File: config.mk
export PLATFORM = sky130hd
export DESIGN_NAME = fetch_packer
export DESIGN_NICKNAME = d
export VERILOG_FILES = /design/src/rtl/fetch_packer.sv
export SDC_FILE = /design/constraint.sdc
export NUM_CORES = 1
export LEC_CHECK = 0
export CELL_PAD_IN_SITES_DETAIL_PLACEMENT = 0
export CELL_PAD_IN_SITES_GLOBAL_PLACEMENT = 2
export CORE_ASPECT_RATIO = 0.75
export CORE_UTILIZATION = 30
export CTS_BUF_LIST = sky130_fd_sc_hd__clkbuf_4 sky130_fd_sc_hd__clkbuf_8
export DETAILED_ROUTE_END_ITERATION = 7
export PLACE_DENSITY = 0.87
export SLEW_MARGIN = 0
export SYNTH_ARGS = -nofsm -noshare
export SYNTH_HDL_FRONTEND = slang
export SYNTH_SLANG_ARGS = --single-unit
File: constraint.sdc
create_clock -name clk -period 4.8 [get_ports clk]
set_input_delay 0.72 -clock clk [delete_from_list [all_inputs] [get_ports clk]]
set_output_delay 0.72 -clock clk [all_outputs]
set_load 0.01 [all_outputs]
File: src/rtl/fetch_packer.sv
// Fetch-side producer for the instruction buffer: issues aligned 16-byte I-cache
// requests one at a time and pushes each returned line as up to four {instr,pc} slots.
module fetch_packer #(
    parameter int          IB_WIDTH      = 16,
    parameter int          IB_WIDTH_LOG2 = 4,
    parameter int          IB_DW         = 64,
    parameter logic [31:0] RESET_PC      = 32'h1c000000
) (
    input  logic                       clk,
    input  logic                       rst,
    input  logic                       flush,
    input  logic [31:0]                flush_pc,
    output logic                       req_valid,
    output logic [31:0]                req_pc,
    input  logic                       req_ready,
    input  logic                       resp_valid,
    input  logic [127:0]               resp_data,
    input  logic [IB_WIDTH_LOG2:0]     if_bf_sz,
    output logic [4*IB_DW-1:0]         if1_to_ib,
    output logic [2:0]                 push_num
);

    localparam int                 FW       = IB_WIDTH_LOG2 + 1;
    localparam logic [FW-1:0]      LP_DEPTH = FW'(IB_WIDTH);

    typedef enum logic [2:0] {
        S_IDLE,
        S_REQ,
        S_WAIT,
        S_PUSH,
        S_DROP
    } state_t;

    state_t                 r_state;
    state_t                 w_state_nxt;
    logic [31:0]            r_pc;
    logic [31:0]            w_pc_nxt;
    logic [4*IB_DW-1:0]     r_pkt;
    logic [4*IB_DW-1:0]     w_pkt_nxt;
    logic [2:0]             r_n;
    logic [2:0]             w_n_nxt;
    logic [FW-1:0]          w_free;
    logic                   w_fits;
    logic                   w_req_valid;
    logic [2:0]             w_push_num;
    logic [31:0]            w_line_pc;

    // Slots beyond the end of the line stay zero; slot 0 is the word at pc.
    function automatic logic [4*IB_DW-1:0] build_pkt(input logic [31:0] pc,
                                                    input logic [127:0] line);
        logic [4*IB_DW-1:0] pkt;
        logic [1:0]         widx;
        pkt = '0;
        for (int k = 0; k < 4; k++) begin
            widx = pc[3:2] + k[1:0];
            if (k < 4 - int'(pc[3:2]))
                pkt[k*IB_DW +: IB_DW] = IB_DW'({line[widx*32 +: 32], pc + 32'(4*k)});
        end
        return pkt;
    endfunction

    function automatic logic [2:0] pkt_len(input logic [31:0] pc);
        return 3'd4 - {1'b0, pc[3:2]};
    endfunction

    assign w_line_pc = {r_pc[31:4], 4'b0000};
    // Occupancy is taken as-is; a pop in the same cycle is not credited.
    assign w_free    = LP_DEPTH - if_bf_sz;
    assign w_fits    = (w_free >= FW'(r_n));

    always_comb begin
        w_state_nxt = r_state;
        w_pc_nxt    = r_pc;
        w_pkt_nxt   = r_pkt;
        w_n_nxt     = r_n;
        w_req_valid = 1'b0;
        w_push_num  = 3'd0;

        case (r_state)
            S_IDLE: w_state_nxt = S_REQ;
            S_REQ: begin
                w_req_valid = 1'b1;
                if (req_ready)
                    w_state_nxt = S_WAIT;
            end
            S_WAIT: begin
                if (resp_valid) begin
                    w_pkt_nxt   = build_pkt(r_pc, resp_data);
                    w_n_nxt     = pkt_len(r_pc);
                    w_state_nxt = S_PUSH;
                end
            end
            S_PUSH: begin
                if (w_fits) begin
                    w_push_num  = r_n;
                    w_pc_nxt    = w_line_pc + 32'd16;
                    w_state_nxt = S_REQ;
                end
            end
            S_DROP: begin
                if (resp_valid)
                    w_state_nxt = S_REQ;
            end
            default: w_state_nxt = S_IDLE;
        endcase

        // A request already accepted, or one still in flight, must have its
        // response absorbed in DROP before the redirected fetch goes out.
        if (flush) begin
            w_push_num = 3'd0;
            w_pc_nxt   = flush_pc;
            w_pkt_nxt  = '0;
            w_n_nxt    = 3'd0;
            case (r_state)
                S_REQ:   w_state_nxt = req_ready  ? S_DROP : S_REQ;
                S_WAIT:  w_state_nxt = resp_valid ? S_REQ  : S_DROP;
                S_DROP:  w_state_nxt = resp_valid ? S_REQ  : S_DROP;
                default: w_state_nxt = S_REQ;
            endcase
        end
    end

    always_ff @(posedge clk) begin
        if (!rst) begin
            r_state <= S_IDLE;
            r_pc    <= RESET_PC;
            r_pkt   <= '0;
            r_n     <= 3'd0;
        end else begin
            r_state <= w_state_nxt;
            r_pc    <= w_pc_nxt;
            r_pkt   <= w_pkt_nxt;
            r_n     <= w_n_nxt;
        end
    end

    assign req_valid = w_req_valid & rst;
    assign req_pc    = w_line_pc;
    assign push_num  = rst ? w_push_num : 3'd0;
    assign if1_to_ib = r_pkt;

endmodule

* Word level (Yosys, flattened, before mapping) *
Cells that the tools add are included.

cells by class
  $add $sub $neg = 10
  $lt $le $gt $ge = 5
  eq/ne operators = 8
  shift operators = 4
  multiplexer cells = 21
  bitwise gates (word level) = 2
  reductions and logical operators = 8

operator list
  operator               count
  $shiftx 128x8->32      4
  $mux 64                4
  $mux 32                3
  $add 32x4->32 const B  2
  $mux 3                 11
  $add 32x3->32 const B  1
  $add 32x5->32 const B  1
  $pmux 3 s5             1
  $ne 3x3->1 const B     4
  $lt 3x4->1 const A     2
  $eq 3x2->1 const B     2
  $pmux 3 s2             1
  $ge 5x3->1             1
  $sub 5x5->5 const A    1
  $add 2x2->2 const B    2
  $lt 1x4->1 const A     1
  $lt 2x4->1 const A     1
  $reduce_and 2->1       2
  $reduce_and 4->1       1
  $reduce_bool 2->1      2
  $reduce_or 2->1        2
  $sub 3x2->4 const A    1
  $eq 3x1->1 const B     1
  $eq 3x3->1 const B     1
  6 further kinds        6

storage, ports and cells
  register bits after elaboration = 294
  input port bits = 170
  output and inout bits = 292
  word-level logic and storage cells = 62

* Depth between registers and ports, before layout *
Gate-level depths: netlist of run 1.

  depth in word-level cells = 6
  depth in mapped cells = 12
  mapped depth without buffers = 8

* Worst setup path after synthesis of run 1 *
No wires, ideal clock.

  path kind = input to output
  from = input if_bf_sz[0]
  to = output push_num[0]
  data arrival time = 2.404 ns
  required time = 4.080 ns
  slack = 1.676 ns
  stages on the path = 9
  path buffers = 1
  cells stage by stage = inv_1 ha_1 xnor2_1 ha_1 o21ai_0 o221ai_1 clkbuf_1 nand2_1 nor3_1

between the ends
  word-level cells in the longest chain between the ends = 6

ends and longest elaborated chain
  what             RTL line  text
  start, declared  18        input logic [IB_WIDTH_LOG2:0] if_bf_sz,
  $sub 5x5->5      68        assign w_free = LP_DEPTH - if_bf_sz;
  $ge 5x3->1       69        assign w_fits = (w_free >= FW'(r_n));
  $mux 3           94        if (w_fits) begin
  $mux 3           79        case (r_state)
  $mux 3           109       if (flush) begin
  $mux 3           139       assign push_num = rst ? w_push_num : 3'd0;
  end, declared    20        output logic [2:0] push_num

Every way passes these cells.

* Final worst setup path of run 1 *
  from = input if_bf_sz[0]
  to = output push_num[2]

The elaborated chain is that of the path after synthesis.

==> results of run 1 <==
## state kept, by name, indices dropped and copies added, names as in the netlist
name / cells
r_n: 1
if1_to_ib: 255
r_pc: 32
r_state: 3
## worst reg2reg max path, delay by kind of cell, from the launching register on
family,cells,cell delay [ns]
DFF,1,0.50
adders and majority gates,1,0.86
and+or+nand+nor,3,1.23
AOI/OAI and AO/OA,1,0.32
buffers and inverters,1,0.35
## kinds of logic after synthesis
group,Yosys count
flops,291
compound gates,351
mux,128
xor+xnor,55
other cells,1
fa+ha+maj,14
simple gates,511
buf+inv,214
## power breakdown
part	total, mW	switching [mW]	internal, mW	leakage (nW)
Sequential	2.52	0.0820	2.44	2.35
Combinational	0.807	0.382	0.424	3.89
Clock	2.55	1.10	1.45	0.596
## cell type report
class / instances / area share [%]
Multi-Input combinational cell: 1063 / 40.0
Sequential cell: 291 / 27.6
Timing Repair Buffer: 486 / 22.9
Clock buffer: 84 / 4.88
Tap cell: 657 / 3.89
Clock inverter: 6 / 0.379
Inverter: 18 / 0.320
Antenna cell: 1 / 0.0118
## routing by layer
metal	track usage, %	wire [µm]	up-vias
met5	0	11	-
li1	-	-	6469
met4	7.97	1770	2
met2	34.0	27300	568
met1	31.1	27100	7137
met3	5.68	4480	109
## layout by cell type, fill, tap and decap left out, types with 17 or more instances in the layout
cell / instances
a21oi_1: 39
a22oi_1: 182
a31oi_1: 17
and3_1: 20
buf_4: 25
clkbuf_4: 20
clkbuf_8: 64
clkdlybuf4s50_1: 457
dfxtp_1: 289
inv_1: 17
mux4_2: 128
nand2_1: 110
nand3_1: 49
nand4_1: 17
nor2_1: 224
o21ai_0: 71
xor2_1: 40
## worst paths after layout
check | endpoint | startpoint
min reg2reg | if1_to_ib[223] | if1_to_ib[223]
max | push_num[2] | if_bf_sz[0]
min | if1_to_ib[223] | if1_to_ib[223]
max reg2reg | if1_to_ib[152] | r_pc[3]
==> metrics, run 1 <==
outcome finished, final reports clean; Crit path buffers/inverters 3; Synth Area in Simple Gates 16.1%; htree depth 2; flop2flop setup slack 1.44 ns; Hold-fix buffers, CTS 0; Core ar. 50200 µm²; fraction of registers with async set/reset 0%; Netlist cell types 63; drt drc 0; CP max-delay cell clkdlybuf4s50_1; unrepaired setup endpoints after global routing false; delay-heaviest family, CP buffers and inverters; Hold Crit Class flop to flop; complex-gate fraction of the synthesized area 15.5%; die area 51800 µm²; Reg area 5830 µm²; Die Y 197 µm; Initial DRT Pass Iterations 5; Mapped Area 15300 µm²; Design Power 5.89 mW; 1st-iter DRT viols 1114; adder-cell share of the synthesized area 1.15%; routability cong. 0.863; clock-pin slew on the worst setup and hold paths 0.07 ns; Post-DRT Antenna Nets 0; Post-synth top cells dfxtp_1, nor2_1, a22oi_1; GRT Residual Overflow 0; Synth Instances 1565; CTS root buf clkbuf_8; Setup crit end kind primary output; CTS Buf Count 52; Worst-Margin Slew 1.13 ns; Yosys warning total 0; Static Leak 6.84 nW; layout cells sized above 1 14.3%; peak fanout along the critical path 5; min Tclk post-route 4.02 ns; Routed WL 60600 µm; syn avg cell area 9.75 µm²; cts repair resizes 0; setup ws final 0.778 ns; Final nets 2096; die width 262 µm; Hold Vio Cnt, Final 0; Hold Path Depth 2; largest net degree at the start of global routing 137; global-route wire length before repair 89300 µm; Reg2Reg Depth 6; final setup fails 0; Worst Hold Slack 0.449 ns; Yosys reg bits 291; Initial Utilization 30.4%; overall routing resource usage 22.5%; critical path depth 10; Slew headroom 24.9%; multiplexer area fraction after synthesis 18.9%; area of the multi-input gates 8440 µm²; Routed wire per std cell 23.3 µm; Pins Over Slew Limit 0; crit-path cells clkdlybuf4s50_1 > inv_1 > ha_1 > xnor2_1 > ha_1 > o21ai_0 > o221ai_1 > nand2_1 > nor3_1 > clkdlybuf4s50_1; Setup TNS Final 0 ns; clock latency on the worst-skew pair 0.62 ns; Finished Layout Cells 2606; sequential share of the synthesized area 38.2%; post-route design area 21100 µm²; drt via density 5.48; Area Growth Syn to Fin 38.4%; fillers 4809; total number of vias 14300; I/O pins 462; antenna violations before repair 1; Tcrit/Tclk final 83.8%; top-area cell type share of the netlist area 38.2%; cell taking the most area after synthesis dfxtp_1; setup repair bufs after CTS 0; Achievable Freq 249 MHz; largest family of logic cells by synthesized area multiplexers; pwr dens 279 nW/µm²; post-placement cell count 2515; Post-Synth XOR/XNOR Area 3.16%; CTS tree built; Max VDD drop 0.158 mV; final core occ 42.1%; clk_skew 0.0212 ns; Post-synth EDFFs 0; port bufs 457; DP Wirelength 41700 µm; pre-CTS setup slack 0.795 ns; Main synth FF type dfxtp_1; CP peak stage delay 0.57 ns; vias in the first global route 13700; Sink Count 291; buffer depth of the longest clock path 3; # rows 71; cell area after placement 20000 µm²; Startpoint Class input port; required time of the worst setup path 4.08 ns; top-count cell post-synth dfxtp_1; crit path DAT 3.30 ns; Synth area leaders dfxtp_1, mux4_2, a22oi_1, nor2_1, nand2_1; WS Path Type input port to primary output; max cap viols 0
(Power assumes the default switching activity.)
==> run 2: changes to the inputs <==
--- a/config.mk
+++ b/config.mk
@@ -8,10 +8,10 @@
 export CELL_PAD_IN_SITES_DETAIL_PLACEMENT = 0
 export CELL_PAD_IN_SITES_GLOBAL_PLACEMENT = 2
 export CORE_ASPECT_RATIO = 0.75
-export CORE_UTILIZATION = 30
+export CORE_UTILIZATION = 26
 export CTS_BUF_LIST = sky130_fd_sc_hd__clkbuf_4 sky130_fd_sc_hd__clkbuf_8
 export DETAILED_ROUTE_END_ITERATION = 7
-export PLACE_DENSITY = 0.87
+export PLACE_DENSITY = 0.81
 export SLEW_MARGIN = 0
 export SYNTH_ARGS = -nofsm -noshare
 export SYNTH_HDL_FRONTEND = slang
==> constraint.sdc (replaced) <==
create_clock -name clk -period 3.6 [get_ports clk]
set_input_delay 0.54 -clock clk [delete_from_list [all_inputs] [get_ports clk]]
set_output_delay 0.54 -clock clk [all_outputs]
set_load 0.01 [all_outputs]
==> run 2 against run 1 <==
Via count is essentially flat. Total power grew 36%. Wire length grew 4.9%. Sequential share of layout area shrank 0.59 points. Combinational power grew 43%. Clock-buffer cell count grew 4. Sequential cell count is the same. Critical path type unchanged. Largest cell class unchanged. Largest power group unchanged.
==> metrics, run 2 (synthesis results as in run 1) <==
GR Layer Usage met3 5.02%; GRT Residual Overflow 0; Hold Crit Class flop to flop; unrepaired setup endpoints after global routing false; Hold Vio Cnt, Final 0; max FFs per register 255; vias in the first global route 14000; Pins Over Slew Limit 0; Static Leak 7.06 nW; Setup crit end kind primary output; drt drc 0; CTS tree built; routability cong. 0.886; met1 Track Usage GR 28.4%; Worst Setup EP push_num[2]; Initial DRT Pass Iterations 5; total number of vias 14300; global-route wire length before repair 92000 µm; most frequent cells in the layout clkdlybuf4s50_1, dfxtp_1, nor2_1; M2 GR Usage 31.1%; Routed wire per std cell 23.0 µm; Final nets 2127; outcome finished, final reports clean; WS Path Type input port to primary output; CTS root buf clkbuf_8; Sink Count 291; htree depth 2; Core ar. 57700 µm²; pwr dens 371 nW/µm²; min Tclk post-route 3.22 ns; required time of the worst setup path 3.06 ns; pre-CTS setup slack 0.0216 ns; Achievable Freq 310 MHz; crit path DAT 2.68 ns; I/O pins 462; buffer depth of the longest clock path 3; clk_skew 0.0306 ns; die width 282 µm; Max VDD drop 0.215 mV; die area 59700 µm²; max cap viols 0; largest net degree at the start of global routing 122; launch point of the worst reg-to-reg path r_pc[2]; overall routing resource usage 20.5%; port bufs 457; Top Usage Layer GRT met2; Reg2Reg Depth 6; setup ws final 0.377 ns; CP startpoint if_bf_sz[0]; Initial Utilization 26.4%; cell area after placement 20400 µm²; final setup fails 0; antenna violations before repair 3; Slew headroom 26.7%; clock-pin slew on the worst setup and hold paths 0.05 ns; drt via density 5.17; leading cell type in the layout, fill and taps excluded clkdlybuf4s50_1; DP Wirelength 44400 µm; 1st-iter DRT viols 1095; Hold-fix buffers, CTS 0; peak fanout along the critical path 4; Worst-Margin Slew 1.10 ns; CTS Buf Count 54; Die Y 212 µm; Routed WL 63600 µm; Reg-to-Reg End if1_to_ib[87]; layout cells sized above 1 15.8%; Tcrit/Tclk final 89.5%; # rows 76; Area Growth Syn to Fin 41.4%; Startpoint Class input port; flop2flop setup slack 0.99 ns; Post-DRT Antenna Nets 0; post-route design area 21600 µm²; clock latency on the worst-skew pair 0.64 ns; Setup TNS Final 0 ns
==> run 2: worst min path at each step <==
stage,start,end,slack (ns),cells after the start
after detailed placement,if1_to_ib[220],if1_to_ib[220],0.44,2
after floorplan,if1_to_ib[67],if1_to_ib[67],0.45,2
after global routing,if1_to_ib[206],if1_to_ib[206],0.48,2
after CTS,if1_to_ib[220],if1_to_ib[220],0.45,2
final,if1_to_ib[220],if1_to_ib[220],0.45,2
after global placement,if1_to_ib[193],if1_to_ib[193],0.44,2
==> run 2: stage by stage <==
step	instances	utilization, %	hold slack [ns]	power (mW)
after floorplan	1568	-	0.450	4.04
after global placement	2666	35.3	0.439	4.54
after detailed placement	2666	35.3	0.444	4.55
after CTS	2760	37.3	0.449	8.14
after global routing	2763	37.4	0.476	8.36
final	2764	37.4	0.449	8.00
==> run 2: per-layer routing <==
| metal | share of wire (%) | vias to the layer above | routed length, µm |
|---|---|---|---|
| met5 | 0 | - | 0 |
| met4 | 2.9 | 0 | 1840 |
| met3 | 7.5 | 99 | 4750 |
| met2 | 45 | 545 | 28600 |
| met1 | 45 | 7126 | 28400 |
| li1 | - | 6527 | - |
==> run 2: final cells by class <==
cell class | instances | area [µm²]
well taps | 780 | 976
fillers | 5753 | 36100
clock inverters | 6 | 85.1
diodes | 3 | 7.51
inverters | 18 | 67.6
flip-flops and latches | 291 | 5830
multi-input cells | 1063 | 8450
repair buffers | 515 | 5090
clock buffers | 88 | 1070
==> run 2: where the power goes <==
| part | switching, mW | total (mW) | internal, mW | leakage (nW) |
|---|---|---|---|---|
| Sequential | 0.0787 | 3.33 | 3.26 | 2.35 |
| Combinational | 0.565 | 1.15 | 0.587 | 4.10 |
| Clock | 1.50 | 3.51 | 2.01 | 0.612 |
==> run 2: timing repair <==
action                     in CTS  in global routing
setup endpoints to repair       0                  3
buffers inserted                0                  1
resized for setup               0                  5
==> run 2: critical path, stage by stage <==
cell and delay (ns):
clkdlybuf4s50_1 0.49, inv_1 0.07, ha_1 0.23, xnor2_1 0.14, ha_1 0.27, o21ai_0 0.10, o221ai_1 0.27, nand2_2 0.15
nor3_1 0.22, dlymetal6s2s_1 0.19
==> run 3: changes to the inputs <==
--- a/config.mk
+++ b/config.mk
@@ -12,6 +12,7 @@
 export CTS_BUF_LIST = sky130_fd_sc_hd__clkbuf_4 sky130_fd_sc_hd__clkbuf_8
 export DETAILED_ROUTE_END_ITERATION = 7
 export PLACE_DENSITY = 0.81
+export REMOVE_ABC_BUFFERS = 1
 export SLEW_MARGIN = 0
 export SYNTH_ARGS = -nofsm -noshare
 export SYNTH_HDL_FRONTEND = slang
==> run 3 against run 2 <==
Setup slack improved by 0.058 ns. Final cell count about the same. Highest routed layer is now met5. Fmax increased by 1.8%. Largest power group unchanged. Critical path type unchanged. Utilization about the same.
==> metrics, run 3 (synthesis results as in run 1) <==
Hold Path Depth 2; Design Power 7.97 mW; setup ws final 0.435 ns; final setup fails 0; Worst Hold Slack 0.452 ns; Slew headroom 33.4%; total number of vias 14400; min Tclk post-route 3.16 ns; Max VDD drop 0.206 mV; switching share of power 26.3%; Clock power frac 44.2%; Area Growth Syn to Fin 41.3%; routability cong. 0.874; htree depth 2; buffer depth of the longest clock path 3; drt drc 0; outcome finished, final reports clean; clock-pin slew on the worst setup and hold paths 0.06 ns; Finished Layout Cells 2762; Pins Over Slew Limit 0; CTS root buf clkbuf_8; largest net degree at the start of global routing 129; Tcrit/Tclk final 87.9%; DP Wirelength 42900 µm; CP max-delay cell clkdlybuf4s50_1; max cap viols 0; Achievable Freq 316 MHz; delay-heaviest family, CP buffers and inverters; Static Leak 7.06 nW; Routed WL 62000 µm; die area 59700 µm²; clk_skew 0.0386 ns; clock latency on the worst-skew pair 0.65 ns; crit-path cells clkdlybuf4s50_1 > inv_1 > ha_1 > xnor2_1 > ha_1 > o21ai_0 > o221ai_1 > nand2_1 > nor3_1 > dlymetal6s2s_1; port bufs 457; overall routing resource usage 20.0%; GRT Residual Overflow 0; final core occ 37.4%; switching power 2.10 mW; peak fanout along the critical path 4; critical path depth 10; post-route design area 21600 µm²; Hold Vio Cnt, Final 0; Routed wire per std cell 22.4 µm; Hold Crit Class flop to flop; most frequent cells in the layout clkdlybuf4s50_1, dfxtp_1, nor2_1; antenna violations before repair 8; drt via density 5.21; crit path DAT 2.62 ns; Sink Count 291; Reg2Reg Depth 6; Final nets 2124; CTS tree built; setup repair bufs after CTS 0; Worst-Margin Slew 0.999 ns; # rows 76; layout cells sized above 1 15.7%; Int Pwr 5.87 mW; Hold-fix buffers, CTS 0; required time of the worst setup path 3.06 ns; Setup crit end kind primary output; Initial DRT Pass Iterations 5; cell area after placement 20400 µm²; die width 282 µm; I/O pins 462; pre-CTS setup slack 0.0519 ns; Crit path buffers/inverters 3; post-placement cell count 2663; Setup TNS Final 0 ns; max FFs per register 255; unrepaired setup endpoints after global routing false; Die Y 212 µm; leading cell type in the layout, fill and taps excluded clkdlybuf4s50_1; cell repeated most along the worst path ha_1; Core ar. 57700 µm²; Seq pwr share 41.8%; pwr dens 370 nW/µm²; WS Path Type input port to primary output; CTS Buf Count 55; Startpoint Class input port; Combinational Power Share 14.0%; Post-DRT Antenna Nets 0; CP peak stage delay 0.49 ns; global-route wire length before repair 90200 µm; vias in the first global route 13800; Initial Utilization 26.4%; 1st-iter DRT viols 1116
-- run 3: power groups by stage --
stage	registers, mW	logic, mW	clock network [mW]
3_5_place_dp	3.40	1.11	0
5_1_grt	3.34	1.19	3.79
2_1_floorplan	3.45	0.537	0
3_3_place_gp	3.40	1.10	0
4_1_cts	3.33	1.12	3.65
6_report	3.33	1.12	3.52
-- run 3: repair_timing --
item / in CTS / in global routing
setup endpoints to repair: 0 / 3
hold endpoints to repair: 0 / 0
resized for setup: 0 / 3
-- run 3: area by class of cell --
class                   count  area, µm²
well taps                 780        976
clock inverters             3       40.0
clock buffers              92       1130
repair buffers            511       5060
inverters                  18       67.6
fillers                  5773      36200
flip-flops and latches    291       5830
diodes                      4       10.0
multi-input cells        1063       8440
-- run 3: worst min-delay path, stage by stage, from the launching register on --
cell and delay (ns):
dfxtp_1 0.31, nand2_1 0.05, o21ai_1 0.05
-- run 3: per-layer routing --
metal | vias to the layer above | global-route usage, % | share of wire, %
met1 | 7214 | 27.9 | 45
met3 | 102 | 4.56 | 6.6
li1 | 6522 | - | -
met4 | 4 | 7.44 | 3.0
met2 | 549 | 29.9 | 45
met5 | - | 0 | 0.034
-- run 3: worst paths after layout --
kind | endpoint | slack, ns | start
worst max-delay path | push_num[0] | 0.44 | if_bf_sz[0]
worst min-delay path | if1_to_ib[223] | 0.45 | if1_to_ib[223]
worst max register to register | if1_to_ib[95] | 0.83 | r_pc[3]
worst min register to register | if1_to_ib[223] | 0.45 | if1_to_ib[223]
